<file path="src/rtl/bitfusion_pkg.sv">
// Shared types and constants for the bit-fusion dot-product sequencer.
package bitfusion_pkg;

    // Default accumulator / result width.
    localparam int ACC_W_DEF = 32;

    // Operand widths the fusion unit can be configured for.
    localparam logic [3:0] WIDTH_1 = 4'd1;
    localparam logic [3:0] WIDTH_2 = 4'd2;
    localparam logic [3:0] WIDTH_4 = 4'd4;
    localparam logic [3:0] WIDTH_8 = 4'd8;

    typedef enum logic [1:0] {
        ST_IDLE  = 2'd0,
        ST_RUN   = 2'd1,
        ST_DRAIN = 2'd2,
        ST_DONE  = 2'd3
    } state_e;

    // True when w is one of the fusion-unit operand widths.
    function automatic logic width_legal(input logic [3:0] w);
        return (w == WIDTH_1) || (w == WIDTH_2) || (w == WIDTH_4) || (w == WIDTH_8);
    endfunction

    // Low-bit mask that keeps only the bits belonging to a w-bit operand.
    function automatic logic [7:0] width_mask(input logic [3:0] w);
        logic [7:0] m;
        case (w)
            WIDTH_1: m = 8'h01;
            WIDTH_2: m = 8'h03;
            WIDTH_4: m = 8'h0F;
            default: m = 8'hFF;
        endcase
        return m;
    endfunction

endpackage

</file>
<file path="src/rtl/bitfusion_acc.sv">
// Extend-and-accumulate register: widens the 16-bit fusion-unit product to
// ACC_W bits and adds it into a wrapping accumulator.
module bitfusion_acc
    import bitfusion_pkg::*;
#(
    parameter int ACC_W = ACC_W_DEF
) (
    input  logic             clk,
    input  logic             rst,
    input  logic             clr_i,
    input  logic             add_i,
    input  logic             sext_i,
    input  logic [15:0]      psum_i,
    output logic [ACC_W-1:0] acc_o
);

    logic [ACC_W-1:0] ext;
    logic [ACC_W-1:0] acc_q;
    logic [ACC_W-1:0] acc_d;

    // Widen the product: sign-extend whenever either operand is signed.
    always_comb begin
        if (sext_i) begin
            ext = ACC_W'($signed(psum_i));
        end else begin
            ext = ACC_W'(psum_i);
        end
        acc_d = acc_q + ext;
    end

    // Accumulator: cleared on a new job, adds one product per valid pipe slot.
    always_ff @(posedge clk or posedge rst) begin
        if (rst) begin
            acc_q <= '0;
        end else if (clr_i) begin
            acc_q <= '0;
        end else if (add_i) begin
            acc_q <= acc_d;
        end
    end

    assign acc_o = acc_q;

endmodule

</file>
<file path="src/rtl/bitfusion_dot_seq.sv">
// Dot-product sequencer: accepts a job configuration, streams operand pairs
// into an external bit-fusion multiplier, accumulates the products and hands
// back the sum through a valid/ready result port.
module bitfusion_dot_seq
    import bitfusion_pkg::*;
#(
    parameter int LEN_W = 8,
    parameter int ACC_W = ACC_W_DEF
) (
    input  logic             clk,
    input  logic             rst,
    input  logic             cfg_valid,
    output logic             cfg_ready,
    input  logic [LEN_W-1:0] cfg_len,
    input  logic [3:0]       cfg_in_width,
    input  logic [3:0]       cfg_weight_width,
    input  logic             cfg_s_in,
    input  logic             cfg_s_weight,
    input  logic             op_valid,
    output logic             op_ready,
    input  logic [7:0]       op_in,
    input  logic [7:0]       op_weight,
    output logic [7:0]       fu_in,
    output logic [7:0]       fu_weight,
    output logic [3:0]       fu_in_width,
    output logic [3:0]       fu_weight_width,
    output logic             fu_s_in,
    output logic             fu_s_weight,
    input  logic [15:0]      fu_psum,
    output logic             res_valid,
    input  logic             res_ready,
    output logic [ACC_W-1:0] res_data,
    output logic             res_err
);

    state_e           state_q;
    logic [LEN_W-1:0] len_q;
    logic [LEN_W-1:0] cnt_q;
    logic [LEN_W-1:0] cnt_d;
    logic             pipe_vld_q;
    logic             cfg_ready_q;
    logic             op_ready_q;
    logic             res_valid_q;
    logic             res_err_q;
    logic [7:0]       fu_in_q;
    logic [7:0]       fu_weight_q;
    logic [3:0]       fu_in_width_q;
    logic [3:0]       fu_weight_width_q;
    logic             fu_s_in_q;
    logic             fu_s_weight_q;

    logic             cfg_hs;
    logic             op_hs;
    logic             res_hs;
    logic             cfg_legal;
    logic [ACC_W-1:0] acc_sum;

    // Handshakes and derived control terms.
    always_comb begin
        cfg_hs    = cfg_valid & cfg_ready_q;
        op_hs     = op_valid & op_ready_q;
        res_hs    = res_valid_q & res_ready;
        cfg_legal = width_legal(cfg_in_width) & width_legal(cfg_weight_width);
        cnt_d     = cnt_q + LEN_W'(1);
    end

    // Job FSM with registered handshake outputs, issue counter and operand
    // registers. The last issue leaves RUN so op_ready drops in the same edge.
    always_ff @(posedge clk or posedge rst) begin
        if (rst) begin
            state_q           <= ST_IDLE;
            len_q             <= '0;
            cnt_q             <= '0;
            pipe_vld_q        <= 1'b0;
            cfg_ready_q       <= 1'b1;
            op_ready_q        <= 1'b0;
            res_valid_q       <= 1'b0;
            res_err_q         <= 1'b0;
            fu_in_q           <= '0;
            fu_weight_q       <= '0;
            fu_in_width_q     <= WIDTH_8;
            fu_weight_width_q <= WIDTH_8;
            fu_s_in_q         <= 1'b0;
            fu_s_weight_q     <= 1'b0;
        end else begin
            pipe_vld_q <= op_hs;
            case (state_q)
                ST_IDLE: begin
                    if (cfg_hs) begin
                        len_q       <= cfg_len;
                        cnt_q       <= '0;
                        cfg_ready_q <= 1'b0;
                        if (!cfg_legal) begin
                            state_q     <= ST_DONE;
                            res_valid_q <= 1'b1;
                            res_err_q   <= 1'b1;
                        end else if (cfg_len == '0) begin
                            state_q     <= ST_DONE;
                            res_valid_q <= 1'b1;
                            res_err_q   <= 1'b0;
                        end else begin
                            state_q           <= ST_RUN;
                            op_ready_q        <= 1'b1;
                            fu_in_width_q     <= cfg_in_width;
                            fu_weight_width_q <= cfg_weight_width;
                            fu_s_in_q         <= cfg_s_in;
                            fu_s_weight_q     <= cfg_s_weight;
                        end
                    end
                end
                ST_RUN: begin
                    if (op_hs) begin
                        fu_in_q     <= op_in & width_mask(fu_in_width_q);
                        fu_weight_q <= op_weight & width_mask(fu_weight_width_q);
                        cnt_q       <= cnt_d;
                        if (cnt_d == len_q) begin
                            state_q    <= ST_DRAIN;
                            op_ready_q <= 1'b0;
                        end
                    end
                end
                ST_DRAIN: begin
                    state_q     <= ST_DONE;
                    res_valid_q <= 1'b1;
                    res_err_q   <= 1'b0;
                end
                ST_DONE: begin
                    if (res_hs) begin
                        state_q     <= ST_IDLE;
                        res_valid_q <= 1'b0;
                        res_err_q   <= 1'b0;
                        cfg_ready_q <= 1'b1;
                    end
                end
                default: begin
                    state_q     <= ST_IDLE;
                    cfg_ready_q <= 1'b1;
                    op_ready_q  <= 1'b0;
                    res_valid_q <= 1'b0;
                    res_err_q   <= 1'b0;
                end
            endcase
        end
    end

    bitfusion_acc #(
        .ACC_W (ACC_W)
    ) u_acc (
        .clk    (clk),
        .rst    (rst),
        .clr_i  (cfg_hs),
        .add_i  (pipe_vld_q),
        .sext_i (fu_s_in_q | fu_s_weight_q),
        .psum_i (fu_psum),
        .acc_o  (acc_sum)
    );

    assign cfg_ready       = cfg_ready_q;
    assign op_ready        = op_ready_q;
    assign res_valid       = res_valid_q;
    assign res_err         = res_err_q;
    // The accumulator is quiet in DONE, so it can be presented directly.
    assign res_data        = res_valid_q ? acc_sum : '0;
    assign fu_in           = fu_in_q;
    assign fu_weight       = fu_weight_q;
    assign fu_in_width     = fu_in_width_q;
    assign fu_weight_width = fu_weight_width_q;
    assign fu_s_in         = fu_s_in_q;
    assign fu_s_weight     = fu_s_weight_q;

endmodule

</file>
<file path="config.mk">
export PLATFORM = sky130hd
export DESIGN_NAME = bitfusion_dot_seq
export DESIGN_NICKNAME = d
export VERILOG_FILES = /design/src/rtl/bitfusion_pkg.sv /design/src/rtl/bitfusion_acc.sv /design/src/rtl/bitfusion_dot_seq.sv
export SDC_FILE = /design/constraint.sdc
export NUM_CORES = 1
export LEC_CHECK = 0
export CORE_ASPECT_RATIO = 1.2
export CORE_MARGIN = 2
export CORE_UTILIZATION = 47
export CTS_CLUSTER_SIZE = 10
export DETAILED_ROUTE_END_ITERATION = 10
export PLACE_DENSITY = 0.78
export SKIP_LAST_GASP = 1
export SYNTH_ARGS = -nofsm -noshare
export SYNTH_HDL_FRONTEND = slang
export SYNTH_SLANG_ARGS = --single-unit
</file>
<file path="constraint.sdc">
create_clock -name clk -period 2.9 [get_ports clk]
set_clock_uncertainty 0.2 [all_clocks]
set_input_delay 0.435 -clock clk [delete_from_list [all_inputs] [get_ports clk]]
set_output_delay 0.435 -clock clk [all_outputs]
set_load 0.005 [all_outputs]
</file>
== After elaboration in Yosys (flattened, before gate mapping) ==
Cells that the tools add are included.

* Register bits after elaboration: 81
* Input bits: 55
* Output and inout port bits: 62
* Word-level logic and storage cells: 108

* $add $sub $neg: 2
* Equal/unequal tests: 25
* Muxes and demuxes: 38
* Bitwise logic cells: 8
* Reduce and logical (&&, ||, !) cells: 20

{| class="wikitable"
|+ Operator list
! cell !! number
|-
| 32-bit two-way mux || 4
|-
| 8-bit two-way mux || 6
|-
| 8-bit one-hot mux with 3 select lines || 2
|-
| 32-bit adder || 1
|-
| 8-bit AND || 2
|-
| 4-bit by 1-bit equality test with 1-bit output, second input constant || 4
|-
| 4-bit by 2-bit equality test with 1-bit output, second input constant || 4
|-
| 4-bit by 3-bit equality test with 1-bit output, second input constant || 4
|-
| 8-bit one-hot mux with 2 select lines || 1
|-
| 1-bit two-way mux || 14
|-
| 2-bit two-way mux || 6
|-
| 2-bit inequality test, second input constant || 6
|-
| 4-bit AND reduction || 3
|-
| 8-bit by 1-bit adder with 8-bit output, second input constant || 1
|-
| 4-bit equality test, second input constant || 2
|-
| 8-bit equality test || 1
|-
| 8-bit logical NOT || 1
|-
| 2-bit one-hot mux with 4 select lines || 1
|-
| 1-bit logical OR || 6
|-
| 1-bit one-hot mux with 3 select lines || 2
|-
| 3-bit AND reduction || 2
|-
| 6-bit AND reduction || 1
|-
| 2-bit nonzero test || 3
|-
| 1-bit AND || 4
|-
| other kinds (9) || 12
|}

== Logic depth before layout (Yosys ltp) ==
* Word-level depth: 8
* Depth in mapped cells: 12
* Depth with buffers taken out: 11

== Hierarchy ==
From an unflattened synthesis, not the netlist that was laid out.

* Cells, all modules: 664
* Area, all modules: 5858.1 um^2

{| class="wikitable"
|+ By module, submodules not included
! module !! times used !! cells an instance !! area each (um^2) !! seq. area each (um^2)
|-
| bitfusion_acc || 1 || 373 || 3020.4 || 800.8
|-
| bitfusion_dot_seq || 1 || 291 || 2837.7 || 1229.9
|}

== Least setup slack after synthesis ==
Ideal clock, no wire load.

* Path type: input -> register
* Start point: input port fu_psum[15]
* End point: register u_acc.acc_q[31] (netlist: u_acc.acc_o[31])
* Setup time: 0.065 ns
* Arrival time: 2.894 ns
* Required time: 2.635 ns
* Path slack: -0.259 ns
* Cell stages on the path: 11
* Path buffers: 1
* Cell sequence: o21a_1 -> ha_1 -> clkbuf_1 -> a21o_1 -> a21o_1 -> a21oi_1 -> a31oi_2 -> a221o_2 -> mux2i_1 -> a211o_1 -> nand2_1

* Cells in the longest elaborated chain, start to end: 4

{| class="wikitable"
|+ RTL lines
! element !! line !! RTL
|-
| from (decl) || bitfusion_dot_seq.sv:29 || <nowiki>input logic [15:0] fu_psum,</nowiki>
|-
| 32-bit two-way mux || bitfusion_acc.sv:23 || <nowiki>if (sext_i) begin</nowiki>
|-
| 32-bit adder || bitfusion_acc.sv:28 || <nowiki>acc_d = acc_q + ext;</nowiki>
|-
| 32-bit two-way mux || bitfusion_acc.sv:37 || <nowiki>end else if (add_i) begin</nowiki>
|-
| 32-bit two-way mux || bitfusion_acc.sv:35 || <nowiki>end else if (clr_i) begin</nowiki>
|-
| to (signal assigned) || bitfusion_acc.sv:34 || <nowiki>acc_q <= '0;</nowiki>
|-
| to (signal assigned) || bitfusion_acc.sv:36 || <nowiki>acc_q <= '0;</nowiki>
|-
| to (signal assigned) || bitfusion_acc.sv:38 || <nowiki>acc_q <= acc_d;</nowiki>
|-
| to (decl) || bitfusion_acc.sv:18 || <nowiki>logic [ACC_W-1:0] acc_q;</nowiki>
|}

No other way between the ends. The select of a mux whose other input is x is not followed.
A chain may end at the register's enable or synchronous reset.

== Worst setup path in the final report ==
* Start point: register u_acc.acc_q[0] (netlist: u_acc.acc_o[0])
* End point: register u_acc.acc_q[26] (netlist: u_acc.acc_o[26])

* Cells in the longest elaborated chain, start to end: 3

{| class="wikitable"
|+ RTL lines
! element !! line
|-
| 32-bit adder || bitfusion_acc.sv:28
|-
| 32-bit two-way mux || bitfusion_acc.sv:37
|-
| 32-bit two-way mux || bitfusion_acc.sv:35
|}

No other way between the ends. The select of a mux whose other input is x is not followed.

==> metrics <==
core area roughly 0.011 mm²; syn_area_per_cell around 9.4 µm²; maxcap violations 0; worst r2r src u_acc.acc_o[0]; Num CTS Buffers 9; run status finished, violations left; pins over their slew limit 0; layout cells sized above 1 0.217; Required @ worst endpoint around 3.0 ns; Setup crit start u_acc.acc_o[0]; EDFF count, synth 0; Max IR drop VDD about 0.25 mV; part of the cycle the worst path needs 1.02; critical path endpoint category flop; CTS max path bufs 2; max_slew headroom 0.508; Worst R2R End u_acc.acc_o[26]; Post-Syn Area around 0.0054 mm²; failing checks negative setup slack; drt pass-1 iters 4; power per cell area approximately 320 mW/mm²; Layout area overhead 47.5%; final core occ 0.715; PnR worst setup slack -0.0474 ns; via/cell ratio approximately 5.5; DP HPWL roughly 11000 µm; CP Class reg2reg; vias in the first global route 5129; async set or reset register ratio after synthesis 1.00; clock sink total 81; Ports 117; Root Buffer clkbuf_16; Overflow after GRT 0; critical path endpoint u_acc.acc_o[26]; First DRT Iteration DRCs between 150 and 200; H-tree depth 3; Initial Utilization 0.485; initial antenna violation count 0; yosys warns 0; pin count of the biggest net entering global routing 71; final net count between 800 and 900; routed vias ~5000; Synth cell types 56; syn nets 664; Antenna Nets Post-Route 0; RSZ-0062 raised after global routing yes; Die Wd 102 µm; WP data arrival about 3.0 ns; die footprint between 0.01 and 0.015 mm²; Final Hold Viols 0; Remaining DRCs 0; count of final setup violators 3; clock slew at reported path FFs 0.06 ns; setup slack at placement -0.559 ns; Port Buffer Count around 120; Reg2Reg Setup Slack -0.05 ns; gr usage total 0.241; worst hold path type in2async; crit path launch type flop; gpl congestion roughly 0.92; routed wirelength normalized by instance count 16.3 µm; crit path max fanout 3; Die Ht 121 µm; Slew @ Worst Pin between 0.7 and 0.8 ns; Skew-Pair Late Insertion Delay 0.34 ns; Post-Syn Instances around 570; number of synthesized register bits 81; Main synth FF type dfrtp_1; DRT Wirelength ~15000 µm; Post-CTS Hold Fix Bufs 0; row count 42; first-pass GRT wire length roughly 24000 µm; ANT cells 0; Seq/Total Area, Yosys 0.376; Period minus WS final 2.95 ns; r2r worst-path depth 12; fmax 339 MHz; Static Leak between 3 and 4 nW; TritonCTS clock tree yes
[routing by layer]
layer | up-vias | track usage | part of all wire
met2 | 146 | 0.446 | 0.53
met4 | 0 | 0.0708 | 0.015
met3 | 18 | 0.0386 | 0.047
li1 | 2421 | - | -
met1 | 2441 | 0.280 | 0.41
met5 | - | 0 | 0
[cell type report]
cell class                 instances  area, µm²
timing repair buffer             195       1790
multi-input combinational        464       3610
fill                             833       3170
clock buffer                      10        229
clock inverter                     6       82.6
inverter                           8       31.3
sequential                        81       2030
tap                              154        193
[sequential cells by signal, summed over array words and instances, names as in the netlist]
name,flops
cfg_ready,1
res_valid,1
u_acc.acc_o,32
fu_s_in,1
state_q,2
fu_weight,8
pipe_vld_q,1
fu_weight_width,4
res_err,1
op_ready,1
fu_in,8
len_q,8
fu_s_weight,1
fu_in_width,4
cnt_q,8
[timing repair]
action	4_1_cts	5_1_grt
gates resized for setup	11	42
pin swaps	13	27
setup endpoints to repair	8	14
setup buffers	4	6
cloned	0	0
endpoints found under the hold margin	0	0
[cells in the final DEF, fill, tap and decap left out, types with 3 or more instances in the layout]
cell type and n:
nand3_1 5, mux2i_1 23, nor4_1 6, nand2_1 53
ha_1 20, dlymetal6s2s_1 8, o21bai_1 4, o211ai_1 3
o21a_1 3, xor2_1 14, clkinv_2 4, mux2_2 18
a21o_1 28, a31oi_1 3, a211oi_1 5, xnor2_1 29
clkbuf_16 9, nor3_1 4, nor2_1 50, o21ai_1 5
nand4_1 3, a21oi_1 25, a21oi_2 7, dfstp_2 3
clkdlybuf4s50_1 106, buf_4 77, and3_1 10, dfrtp_1 77
ha_4 16, a22o_1 9, a211oi_2 4, and2_1 36
nor2b_1 7, o21ai_0 33, o31ai_1 8, inv_1 6
[through the flow]
| step | power [mW] | std cells | area [µm²] | TNS (ns) | hold slack [ns] |
|---|---|---|---|---|---|
| after floorplan | 1.22 | 572 | 5420 | 0 | 0.261 |
| after CTS | 2.55 | 913 | 7640 | -0.428 | 0.140 |
| after global routing | 2.63 | 918 | 7970 | -0.458 | 0.151 |
| final | 2.55 | 918 | 7970 | -0.115 | 0.138 |
| after global placement | 1.33 | 893 | 7240 | -4.81 | 0.262 |
| after detailed placement | 1.34 | 893 | 7240 | -5.75 | 0.266 |
[cells by family after synthesis]
| group | share of synthesized area |
|---|---|
| AND/OR/NAND/NOR | 0.164 |
| AO/OA/AOI/OAI | 0.200 |
| flip-flops | 0.376 |
| XOR/XNOR | 0.0697 |
| multiplexers | 0.0841 |
| adder cells (fa/ha/maj) | 0.0871 |
| buffers and inverters | 0.0188 |
[critical path, cell delays in order (launching register included)]
cell	delay (ns)
dfrtp_1	0.41
ha_4	0.18
fa_2	0.34
a21o_1	0.18
a221o_1	0.35
nand2_2	0.12
o31ai_4	0.07
a41o_1	0.27
a31o_4	0.24
buf_4	0.15
a21oi_4	0.12
nor2_1	0.06
a211oi_1	0.16
[power breakdown]
part	leakage, nW	internal, mW	switching (mW)
clock	0.152	0.750	0.468
sequential	1.10	1.13	0
combinational	2.50	0.114	0.0852
total	3.75	1.99	0.553
[cell usage after synthesis, types with 7 or more instances]
cell	number	area share
inv_1	8	0.0056
a21oi_1	34	0.031
ha_1	36	0.083
and2_1	36	0.042
a21o_1	28	0.039
mux2_2	18	0.038
nor2_1	51	0.035
nand2_1	53	0.037
dfrtp_1	78	0.36
o21ai_0	34	0.031
mux2i_1	24	0.044
a211oi_1	7	0.0097
and3_1	10	0.012
nor2b_1	7	0.0081
xor2_1	14	0.023
a22o_1	9	0.015
xnor2_1	29	0.047
clkbuf_1	17	0.012
o31ai_1	8	0.011
[worst min-delay path by stage]
stage | end | slack [ns] | depth (start not counted)
after floorplan | cfg_ready | 0.26 | 2
after CTS | fu_s_in | 0.14 | 2
final | fu_s_in | 0.14 | 2
after detailed placement | fu_weight[0] | 0.27 | 2
after global placement | fu_weight[3] | 0.26 | 2
after global routing | fu_in_width[0] | 0.15 | 2
(Power assumes the default switching activity.)
